===== src/rtl/alu_share_arb_pkg.sv =====
// Shared definitions for the ALU share arbiter: RV32I funct3/funct7 codes,
// ALU opcode constants, requester IDs and the response slot state encoding.
package alu_share_arb_pkg;

   // funct3 operation select
   localparam logic [2:0] F3_ADD_SUB = 3'b000;
   localparam logic [2:0] F3_SLL     = 3'b001;
   localparam logic [2:0] F3_SLT     = 3'b010;
   localparam logic [2:0] F3_SLTU    = 3'b011;
   localparam logic [2:0] F3_XOR     = 3'b100;
   localparam logic [2:0] F3_SRL_SRA = 3'b101;
   localparam logic [2:0] F3_OR      = 3'b110;
   localparam logic [2:0] F3_AND     = 3'b111;

   // funct7: base selects ADD/SRL, alt selects SUB/SRA
   localparam logic [6:0] F7_BASE = 7'h00;
   localparam logic [6:0] F7_ALT  = 7'h20;

   // ALU-relevant major opcodes
   localparam logic [6:0] OPC_OP     = 7'b0110011;
   localparam logic [6:0] OPC_OP_IMM = 7'b0010011;
   localparam logic [6:0] OPC_BRANCH = 7'b1100011;
   localparam logic [6:0] OPC_LOAD   = 7'b0000011;
   localparam logic [6:0] OPC_STORE  = 7'b0100011;

   // requester IDs
   localparam int              ID_W    = 1;
   localparam logic [ID_W-1:0] ID_REQ0 = 1'b0;
   localparam logic [ID_W-1:0] ID_REQ1 = 1'b1;

   // response slot states
   localparam logic [0:0] ST_EMPTY = 1'b0;
   localparam logic [0:0] ST_FULL  = 1'b1;

   // control fields handed to the ALU
   typedef struct packed {
      logic [6:0] opcode;
      logic [2:0] funct3;
      logic [6:0] funct7;
   } alu_ctl_t;

endpackage


===== src/rtl/alu_share_arb_rr_arb2.sv =====
// Two-way round-robin picker. A lone valid requester always wins; on a tie
// the requester that did not win last time is chosen. No grant when disabled.
import alu_share_arb_pkg::*;

module rr_arb2 (
   input  logic [1:0]      valid_i,
   input  logic            enable_i,
   input  logic [ID_W-1:0] last_i,
   output logic [1:0]      grant_o,
   output logic [ID_W-1:0] sel_o
);

   // one-hot grant, tie broken against the previous winner
   always_comb begin
      grant_o = 2'b00;
      if (enable_i) begin
         if (valid_i == 2'b11) grant_o = (last_i == ID_REQ1) ? 2'b01 : 2'b10;
         else                  grant_o = valid_i;
      end
   end

   // no grant falls back to requester 0 so the ALU sees req0 fields
   assign sel_o = grant_o[1] ? ID_REQ1 : ID_REQ0;

endmodule


===== src/rtl/alu_share_arb.sv =====
// Shares one combinational RV32I ALU between two requesters with round-robin
// arbitration and a single registered, ID-tagged response slot.
// Optional feature: define ALU_ARB_PERF_EN to add grant/conflict counters.
import alu_share_arb_pkg::*;

module alu_share_arb #(
   parameter int XLEN  = 32,
   parameter int CNT_W = 16
) (
   input  logic            clk,
   input  logic            rst_n,
   input  logic            req0_valid,
   output logic            req0_ready,
   input  logic [6:0]      req0_opcode,
   input  logic [2:0]      req0_funct3,
   input  logic [6:0]      req0_funct7,
   input  logic [XLEN-1:0] req0_in1,
   input  logic [XLEN-1:0] req0_in2,
   input  logic            req1_valid,
   output logic            req1_ready,
   input  logic [6:0]      req1_opcode,
   input  logic [2:0]      req1_funct3,
   input  logic [6:0]      req1_funct7,
   input  logic [XLEN-1:0] req1_in1,
   input  logic [XLEN-1:0] req1_in2,
   output logic [6:0]      alu_opcode,
   output logic [2:0]      alu_funct3,
   output logic [6:0]      alu_funct7,
   output logic [XLEN-1:0] alu_in1,
   output logic [XLEN-1:0] alu_in2,
   input  logic [XLEN-1:0] alu_out,
   output logic            rsp_valid,
   input  logic            rsp_ready,
   output logic [ID_W-1:0] rsp_id,
   output logic [XLEN-1:0] rsp_data
`ifdef ALU_ARB_PERF_EN
   ,
   output logic [CNT_W-1:0] perf_cnt0,
   output logic [CNT_W-1:0] perf_cnt1,
   output logic [CNT_W-1:0] perf_conflict
`endif
);

   logic [0:0]      state_q, state_d;
   logic [XLEN-1:0] data_q, data_d;
   logic [ID_W-1:0] id_q, id_d;
   logic [ID_W-1:0] last_q, last_d;
   logic            can_accept;
   logic [1:0]      grant;
   logic [ID_W-1:0] sel;
   alu_ctl_t        ctl0, ctl1, ctl_sel;

   // slot can take a new result when empty or being drained this cycle;
   // held off entirely while in reset so no ready escapes
   assign can_accept = rst_n & ((state_q == ST_EMPTY) | rsp_ready);

   rr_arb2 u_arb (
      .valid_i  ({req1_valid, req0_valid}),
      .enable_i (can_accept),
      .last_i   (last_q),
      .grant_o  (grant),
      .sel_o    (sel)
   );

   assign req0_ready = grant[0];
   assign req1_ready = grant[1];

   assign ctl0 = '{opcode: req0_opcode, funct3: req0_funct3, funct7: req0_funct7};
   assign ctl1 = '{opcode: req1_opcode, funct3: req1_funct3, funct7: req1_funct7};

   // operand mux toward the external ALU, follows the grant combinationally
   always_comb begin
      ctl_sel = ctl0;
      alu_in1 = req0_in1;
      alu_in2 = req0_in2;
      if (sel == ID_REQ1) begin
         ctl_sel = ctl1;
         alu_in1 = req1_in1;
         alu_in2 = req1_in2;
      end
   end

   assign alu_opcode = ctl_sel.opcode;
   assign alu_funct3 = ctl_sel.funct3;
   assign alu_funct7 = ctl_sel.funct7;

   // slot next state: a grant refills (even while draining), otherwise a drain empties
   always_comb begin
      state_d = state_q;
      data_d  = data_q;
      id_d    = id_q;
      last_d  = last_q;
      if (|grant) begin
         state_d = ST_FULL;
         data_d  = alu_out;
         id_d    = sel;
         last_d  = sel;
      end else if (rsp_ready) begin
         state_d = ST_EMPTY;
      end
   end

   // slot registers; reset leaves last=1 so req0 takes the first tie
   always_ff @(posedge clk) begin
      if (!rst_n) begin
         state_q <= ST_EMPTY;
         data_q  <= '0;
         id_q    <= ID_REQ0;
         last_q  <= ID_REQ1;
      end else begin
         state_q <= state_d;
         data_q  <= data_d;
         id_q    <= id_d;
         last_q  <= last_d;
      end
   end

   assign rsp_valid = (state_q == ST_FULL);
   assign rsp_id    = id_q;
   assign rsp_data  = data_q;

`ifdef ALU_ARB_PERF_EN
   logic [CNT_W-1:0] cnt0_q, cnt1_q, conf_q;

   // free-running wrap-around counters: grants per requester and contended cycles
   always_ff @(posedge clk) begin
      if (!rst_n) begin
         cnt0_q <= '0;
         cnt1_q <= '0;
         conf_q <= '0;
      end else begin
         cnt0_q <= cnt0_q + CNT_W'(grant[0]);
         cnt1_q <= cnt1_q + CNT_W'(grant[1]);
         conf_q <= conf_q + CNT_W'(req0_valid & req1_valid & can_accept);
      end
   end

   assign perf_cnt0     = cnt0_q;
   assign perf_cnt1     = cnt1_q;
   assign perf_conflict = conf_q;
`else
   // counter width only matters when the counters are built
   logic unused_cnt_w;
   assign unused_cnt_w = |CNT_W;
`endif

endmodule


===== config.mk =====
export PLATFORM = sky130hd
export DESIGN_NAME = alu_share_arb
export DESIGN_NICKNAME = d
export VERILOG_FILES = /design/src/rtl/alu_share_arb_pkg.sv /design/src/rtl/alu_share_arb_rr_arb2.sv /design/src/rtl/alu_share_arb.sv
export SDC_FILE = /design/constraint.sdc
export NUM_CORES = 1
export LEC_CHECK = 0
export ABC_AREA = 1
export CORE_AREA = 2 2 123 125
export CTS_CLUSTER_DIAMETER = 200
export DETAILED_ROUTE_END_ITERATION = 12
export DIE_AREA = 0 0 125 127
export SKIP_LAST_GASP = 1
export SLEW_MARGIN = 20
export SYNTH_ARGS = -nofsm -noshare
export SYNTH_HDL_FRONTEND = slang
export SYNTH_HIERARCHICAL = 1
export SYNTH_SLANG_ARGS = --single-unit

===== constraint.sdc =====
create_clock -name clk -period 1.8 [get_ports clk]
set_input_delay 0.18 -clock clk [delete_from_list [all_inputs] [get_ports clk]]
set_output_delay 0.18 -clock clk [all_outputs]
set_load 0.02 [all_outputs]

### After elaboration in Yosys (flattened, before gate mapping)

Index checks and enable logic that the tools add are counted.

| storage, ports and cells | value |
|---|---|
| bits in registers | 35 |
| bits of input ports | 199 |
| output and inout port bits | 117 |

| operators by class | value |
|---|---|
| multiplexer cells | 9 |
| bitwise gates (word level) | 3 |
| reduce and logical (&&, ||, !) cells | 2 |
| equal/unequal tests | 1 |

Operators by type and width:

| kind | count |
|---|---|
| two-way mux 32 bit | 2 |
| two-way mux 17 bit | 1 |
| two-way mux 2 bit | 3 |
| two-way mux 1 bit | 3 |
| == test 2 bit (second input constant) | 1 |
| nonzero test 2 bit | 1 |
| OR reduction 2 bit | 1 |
| bitwise AND 1 bit | 1 |
| inverter 1 bit | 1 |
| OR 1 bit | 1 |

### Longest topological paths before layout

Gate-level depths: netlist (run 1).

| logic depth | value |
|---|---|
| depth in word-level cells | 6 |
| mapped depth | 10 |
| gate-level depth less buffers | 8 |

### Cells and area by module

Netlist (run 1), hierarchy kept.

Modules (own cells, without submodules):

| module | area each (um2) | sequential area each (um2) | times used | cells each |
|---|---|---|---|---|
| alu_share_arb | 2414.8 | 700.7 | 1 | 415 |
| rr_arb2 | 28.8 | 0.0 | 1 | 6 |

### Worst setup path before layout (run 1)

OpenSTA, ideal clock, no wires.

| timing | value |
|---|---|
| path type | register -> register |
| start point | register state_q, in the netlist rsp_valid |
| end point | register data_q[11], in the netlist rsp_data[11] |
| cell stages (with the launch flop) | 8 |
| setup slack | 76 ps |
| path buffers | 1 |
| data arrival time | 1608 ps |
| period minus slack after synthesis | 1724 ps |
| cell sequence | dfxtp_1 -> a21oi_1 -> nand2_1 -> a21oi_1 -> nor2_4 -> buf_6 -> o21ai_0 -> nor2_1 |

| between the ends | value |
|---|---|
| cells in the longest elaborated chain, start to end | 5 |

RTL lines:

| element | line | text |
|---|---|---|
| start: declaration | alu_share_arb.sv:44 | `logic [0:0] state_q, state_d;` |
| start signal: assignment | alu_share_arb.sv:111 | `state_q <= state_d;` |
| inverter 1 bit | alu_share_arb.sv:55 | `assign can_accept = rst_n & ((state_q == ST_EMPTY) \| rsp_ready);` |
| OR 1 bit | alu_share_arb.sv:55 |  |
| bitwise AND 1 bit | alu_share_arb.sv:55 |  |
| named net can_accept | alu_share_arb.sv:48 | `logic can_accept;` |
| two-way mux 2 bit | alu_share_arb_rr_arb2.sv:16 | `if (enable_i) begin` |
| named net req0_ready | alu_share_arb.sv:13 | `output logic req0_ready,` |
| OR reduction 2 bit | alu_share_arb.sv:93 | `if (\|grant) begin` |
| end signal: assignment | alu_share_arb.sv:112 | `data_q <= data_d;` |
| end: declaration | alu_share_arb.sv:45 | `logic [XLEN-1:0] data_q, data_d;` |

The timed path passes the listed nets, and every way through them passes these cells.
A chain may end at the register's enable or synchronous reset.

### Worst setup path after layout (run 1)

| timing | value |
|---|---|
| start point | register state_q, in the netlist rsp_valid |
| end point | output alu_in2[16] |

| between the ends | value |
|---|---|
| cells in the longest elaborated chain, start to end | 6 |

RTL lines:

| element | line | text |
|---|---|---|
| inverter 1 bit | alu_share_arb.sv:55 |  |
| OR 1 bit | alu_share_arb.sv:55 |  |
| bitwise AND 1 bit | alu_share_arb.sv:55 |  |
| named net can_accept | alu_share_arb.sv:48 |  |
| two-way mux 2 bit | alu_share_arb_rr_arb2.sv:16 |  |
| two-way mux 1 bit | alu_share_arb_rr_arb2.sv:23 | `assign sel_o = grant_o[1] ? ID_REQ1 : ID_REQ0;` |
| two-way mux 32 bit | alu_share_arb.sv:76 | `if (sel == ID_REQ1) begin` |
| end: declaration | alu_share_arb.sv:30 | `output logic [XLEN-1:0] alu_in2,` |

The timed path passes the listed nets, and every way through them passes these cells.

==> flow_summary.yaml, run 1 <==
floorplanning:
  chipHeight_um: 127
  coreArea_um2: 14400
  top_level_ports: 316
  die-area_um2: 15900
  dieWidth_um: 125
  start_util_pct: 16.9
  rows: 44
synthesis:
  ys_ff_latch: 35
  ys_types: 18
  yosysTopAreaCell: "dfxtp_1"
  synth_nets: 620
  synth_edf_count: 0
  postSynthCellCount: 421
  seq_area_frac_synth_pct: 28.7
  synthFlopType: "dfxtp_1"
  synthTopCellsByArea: "dfxtp_1 (29%), o21ai_0 (19%), nand2_1 (13%), inv_1 (13%), nor2_1 (9.8%)"
  yosysWarnings: 6
  synth_most_common_cell: "o21ai_0"
  syn_avg_cell_area_um2: 5.80
  synthesis.area_um2: 2440
  synth.top_cell.area_share_pct: 28.7
  synth_common_cells: "o21ai_0 (93), nand2_1 (86), inv_1 (85), nor2_1 (64), dfxtp_1 (35)"
  synth-async-reset-ratio_pct: 0
timing:
  rsz0062_at_grt: "true"
  clock-skew-final_ps: 3.61
  period_share_pct: 112
  max_freq_mhz: 496
  fin_ws_ps: -215
  finalHoldViolCount: 0
  finalSetupViolCount: 109
  layout_min_cycle_time_ps: 2010
  worstMarginPinSlew_ps: 409
  slew_viol_final: 0
  maxSlewHeadroom_pct: 72.8
detailed_routing:
  drc: 0
  routed_wl_mm: 15.4
  ant_nets: 0
  drt_first_pass_iters: 4
  via_per_inst: 4.16
  drt-wirelength-per-cell_um: 15.9
  first_iter_violations: 96
  vias: 4024
layout:
  n_fill_cell: 1363
  final-seq-area_um2: 704
  multi_input_area_um2: 1950
  utilization_pct: 52.6
  area_growth_pct: 210
  nets: 982
  layout-drive-gt1-share_pct: 40.6
power:
  vdd_ir_drop_max_mv: 0.385
  power_leakage_nw: 3.48
  powerDensity_nw_per_um2: 539
  total_power_mw: 4.09
critical_path:
  critical-path-slowest-cell: "dfxtp_4"
  critPathMaxStageDelay_ps: 360
  path_class: "register to primary output"
  critical_path.top_delay_family: "buffers and inverters"
  worstPathRequired_ps: 1620
  cp-start-kind: "register"
  crit_fanout: 6
  critPathBufInv: 5
  crit_arrival_ps: 1830
  crit_path_cell_trace: "a21oi_4 -> nand2_2 -> a21oi_4 -> buf_8 -> buf_12 -> buf_16 -> buf_6 -> nand2_2 -> o21ai_1 -> buf_4"
  end_kind: "primary output"
placed_design:
  hpwl_mm: 10.1
  portBuffers: 315
  routabilityCongestion: 0.789
  dp_slack_ps: -776
global_routing:
  grt_usage_pct: 15.8
  antenna_found_initial: 1
  grt_max_degree: 35
  grt_pass1_wl_mm: 20.1
  grt_overflow: 0
  grt_pass1_vias: 3544
clock_tree:
  clockBufferDepth: 2
  cts.sinks: 35
  clkLatencyLatePin_ps: 270
  clockRootBuffer: "clkbuf_16"
  cts_buffers: 5
  cts_tree: "done"
  clkTransAtPathRegs_ps: 60
  cts-htree-levels: 2
run_status:
  status: "finished, violations left"
  violations: "negative setup slack"
worst_hold_path:
  hold_class: "input pin to register"
run:
  cap_violations: 0
-- worst paths after layout --
check	startpoint	endpoint	slack, ps	cells after the start
worst max-delay path	rsp_valid	alu_in2[16]	-210	10
worst min-delay path	rsp_ready	rsp_valid	310	4
worst max register to register	rsp_valid	rsp_data[10]	-80	13
worst min register to register	rsp_data[19]	rsp_data[19]	470	2
-- through the flow --
| step | setup TNS [ps] | area (µm²) | cells | hold slack (ps) |
|---|---|---|---|---|
| 4_1_cts | -15830 | 6450 | 954 | 296 |
| 3_3_place_gp | -61850 | 5870 | 917 | 457 |
| 3_5_place_dp | -65270 | 5870 | 917 | 462 |
| 6_report | -11170 | 7580 | 968 | 315 |
| 2_1_floorplan | 0 | 2440 | 421 | 316 |
| 5_1_grt | -19080 | 7580 | 968 | 335 |
-- power by group --
group          total [mW]  switching, mW  leakage, nW  internal [mW]
registers           0.909         0.0557        0.290          0.853
logic                2.22          0.984         3.12           1.24
clock network       0.956          0.310       0.0769          0.646
-- repair_timing --
item	in CTS	in global routing
buffers inserted	18	12
resized for setup	516	362
pin swaps	6	38
hold buffers	0	0
endpoints found under the setup margin	112	118
gates cloned	12	11
-- state kept, by name, summed over array words and instances, names as in the netlist --
| name | cells |
|---|---|
| rsp_data | 32 |
| rsp_id | 1 |
| rsp_valid | 1 |
| last_q | 1 |
-- cell type report --
| class | count | share of cell area [%] |
|---|---|---|
| timing repair buffer | 383 | 55.5 |
| sequential | 35 | 9.29 |
| multi-input combinational | 272 | 25.7 |
| antenna | 1 | 0.0330 |
| clock buffer | 6 | 1.70 |
| inverter | 86 | 4.32 |
| clock inverter | 1 | 0.396 |
| tap | 184 | 3.04 |
-- cells in the final DEF (no fill, tap or decap), types with 6 or more instances in the layout --
| master | netlist | layout |
|---|---|---|
| buf_16 | 0 | 10 |
| clkdlybuf4s50_1 | 0 | 229 |
| clkbuf_16 | 0 | 12 |
| buf_4 | 1 | 48 |
| nand2_2 | 1 | 36 |
| nor2_2 | 0 | 13 |
| dfxtp_1 | 35 | 34 |
| inv_1 | 85 | 83 |
| o21ai_4 | 0 | 7 |
| buf_12 | 0 | 13 |
| nand2_1 | 86 | 17 |
| buf_8 | 0 | 6 |
| o21ai_1 | 20 | 52 |
| nor2_1 | 64 | 42 |
| nand2_4 | 1 | 34 |
| o21ai_2 | 0 | 51 |
| nor2_4 | 1 | 10 |
| buf_6 | 15 | 62 |
-- routing by layer --
layer	share of wire [%]	wire [µm]	up-vias	GRT usage, %
met2	52	8070	175	27.4
li1	-	-	2015	-
met4	2.2	336	0	3.86
met5	0	0	-	0
met1	40	6130	1816	19.6
met3	5.9	904	18	4.19
-- kinds of logic (layout without fill, tap and decap cells) --
group,after synthesis,after routing,share of synthesized area [%]
DFF,35,35,28.7
AOI/OAI and AO/OA,118,118,24.3
other,0,1,0
buffers and inverters,114,476,22.6
and+or+nand+nor,154,154,24.4
-- worst min-delay path: stages --
cell and delay, ps:
dlygate4sd2_1 200, inv_2 60, nand2_1 70, a21oi_2 50
(Power assumes the default switching activity.)
==> run 2: changes to the inputs <==
- ABC_AREA: 1 -> default
- CORE_AREA: 2 2 123 125 -> 2 2 124 126
- DIE_AREA: 0 0 125 127 -> 0 0 126 128
==> flow_summary.yaml, run 2 <==
clock_tree:
  cts-htree-levels: 2
  clockRootBuffer: "clkbuf_16"
  cts_buffers: 5
  clkLatencyLatePin_ps: 280
  cts_tree: "done"
  clkTransAtPathRegs_ps: 60
  cts_hold_buf: 0
  cts.sinks: 35
  clockBufferDepth: 2
floorplanning:
  start_util_pct: 16.8
  die-area_um2: 16100
  rows: 45
  dieWidth_um: 126
  coreArea_um2: 14900
  top_level_ports: 316
  chipHeight_um: 128
layout:
  final_cell_mix: "clkdlybuf4s50_1 (230), buf_6 (82), mux2_4 (78)"
  utilization_pct: 48.9
  nets: 809
  area_growth_pct: 190
  largest_register_ffs: 32
  final_common_cell: "clkdlybuf4s50_1"
  layout-drive-gt1-share_pct: 44.7
timing:
  fin_ws_ps: -340
  clock-skew-final_ps: 3.11
  maxSlewHeadroom_pct: 57.1
  fin_tns_setup_ps: -29560
  holdWs_ps: 318
  finalHoldViolCount: 0
  period_share_pct: 119
  rsz0062_at_grt: "true"
  slew_viol_final: 0
  worstMarginPinSlew_ps: 644
  finalSetupViolCount: 115
  max_freq_mhz: 467
  layout_min_cycle_time_ps: 2140
critical_path:
  startpoint: "rsp_valid"
  path_class: "register to primary output"
  cp-endpoint: "alu_in2[29]"
  end_kind: "primary output"
  crit_path_cell_trace: "nand2b_4 -> and2_4 -> nand2_4 -> a21oi_4 -> clkbuf_16 -> buf_12 -> buf_16 -> mux2_4 -> buf_6"
  critPathMaxStageDelay_ps: 330
  r2r_cells: 13
  worstPathRequired_ps: 1620
  critical-path-slowest-cell: "dfxtp_2"
  cp-start-kind: "register"
  ff2ff_setup_slack_ps: -300
  r2r-start: "rsp_valid"
  crit_fanout: 4
  crit_arrival_ps: 1960
  r2r-end: "rsp_data[26]"
synthesis:
  postSynthCellCount: 258
  ys_types: 18
  synthesis.area_um2: 2500
  seq_area_frac_synth_pct: 28.0
  synth_nets: 457
  ys_ff_latch: 35
  synthTopCellsByArea: "mux2_2 (36%), dfxtp_1 (28%), o21ai_2 (10%), o211ai_1 (9.9%), nand2_1 (5.3%)"
  synth_most_common_cell: "mux2_2"
  synthFlopType: "dfxtp_1"
  yosysWarnings: 6
  synth_edf_count: 0
  syn_avg_cell_area_um2: 9.69
  synth.top_cell.area_share_pct: 36.5
  synth_common_cells: "mux2_2 (81), dfxtp_1 (35), nand2_1 (35), o211ai_1 (33), o21ai_2 (29)"
  yosysTopAreaCell: "mux2_2"
  synth-async-reset-ratio_pct: 0
global_routing:
  grt_pass1_wl_mm: 22.1
  grt_usage_pct: 18.0
  grt_overflow: 0
  antenna_found_initial: 2
  grt_max_degree: 69
  grt_pass1_vias: 3751
placed_design:
  portBuffers: 315
  hpwl_mm: 11.6
  dp_slack_ps: -744
  routabilityCongestion: 0.908
detailed_routing:
  ant_nets: 0
  via_per_inst: 4.35
  routed_wl_mm: 15.6
  first_iter_violations: 82
  drt_first_pass_iters: 4
  drt-wirelength-per-cell_um: 19.5
  vias: 3486
  drc: 0
power:
  total_power_mw: 3.81
  power_leakage_nw: 3.02
  vdd_ir_drop_max_mv: 0.569
  powerDensity_nw_per_um2: 525
worst_hold_path:
  hold_class: "input pin to register"
run_status:
  status: "finished, violations left"
  violations: "negative setup slack"
run:
  cap_violations: 0
[run 2: cell types whose count changed in the layout (fill, tap and decap cells not counted), sizes merged, moves of 2 or more]
cell / previous run / this run
inv: 86 / 2
mux2: 0 / 81
o21ai: 113 / 34
nor2: 65 / 1
nand2: 88 / 35
o211ai: 0 / 34
buf: 142 / 134
a21oi: 5 / 2
clkbuf: 14 / 16
dlygate4sd2: 3 / 1
[run 2: cell families after synthesis]
group	after synthesis	share of synthesized area, %
and+or+nand+nor	39	6.15
AOI/OAI and AO/OA	71	22.3
buffers and inverters	32	7.10
DFF	35	28.0
muxes	81	36.5
[run 2: stage by stage]
step	instance area (µm²)	cells
after global placement	6210	753
after floorplan	2840	258
after CTS	7020	796
final	7270	801
after global routing	7270	801
after detailed placement	6210	753
[run 2: layer usage]
layer | GRT usage [%] | share of wire (%) | wire length [µm] | up-vias
met3 | 4.84 | 6.9 | 1080 | 14
met5 | 0 | 0 | 0 | -
met2 | 34.7 | 54 | 8450 | 166
met1 | 19.3 | 38 | 5870 | 1659
met4 | 4.33 | 1.5 | 234 | 0
li1 | - | - | - | 1647
[run 2: area by class of cell]
| type | instances | area, µm² |
|---|---|---|
| fill | 1397 | 7600 |
| timing repair buffer | 375 | 4180 |
| multi-input combinational | 191 | 1980 |
| sequential | 35 | 702 |
| tap | 188 | 235 |
| clock buffer | 8 | 156 |
| inverter | 2 | 7.51 |
| antenna | 2 | 5.00 |
[run 2: critical path: cells and delay by family (launching register included)]
kind / cells / cell delay [ps]
buf+inv: 4 / 560
flops: 1 / 330
mux: 1 / 310
simple gates: 3 / 260
compound gates: 1 / 210
[run 2: worst min path at each step]
| stage | from | endpoint | slack, ps | cells past startpoint |
|---|---|---|---|---|
| after CTS | rsp_ready | rsp_valid | 310 | 3 |
| after global placement | rsp_data[14] | rsp_data[14] | 450 | 2 |
| final | rsp_ready | rsp_valid | 320 | 3 |
| after floorplan | alu_out[23] | rsp_data[23] | 330 | 2 |
| after global routing | rsp_ready | rsp_valid | 340 | 3 |
| after detailed placement | rsp_data[31] | rsp_data[31] | 450 | 2 |
[run 2: what timing repair did]
item	4_1_cts	5_1_grt
cloned	12	4
gates resized for setup	381	177
pin swaps	35	30
endpoints found under the setup margin	117	118
endpoints found under the hold margin	0	0
buffers inserted	23	8
[run 2: where the power goes]
group,total [mW],internal (mW),switching (mW)
registers,0.868,0.834,0.0333
logic,2.03,1.25,0.787
clock network,0.911,0.589,0.322
total,3.81,2.67,1.14
==> run 3: changes to the inputs <==
- CTS_CLUSTER_DIAMETER: 200 -> 60
==> results of run 3 <==
The final DEF is identical to that of run 2; final timing and power are the same.
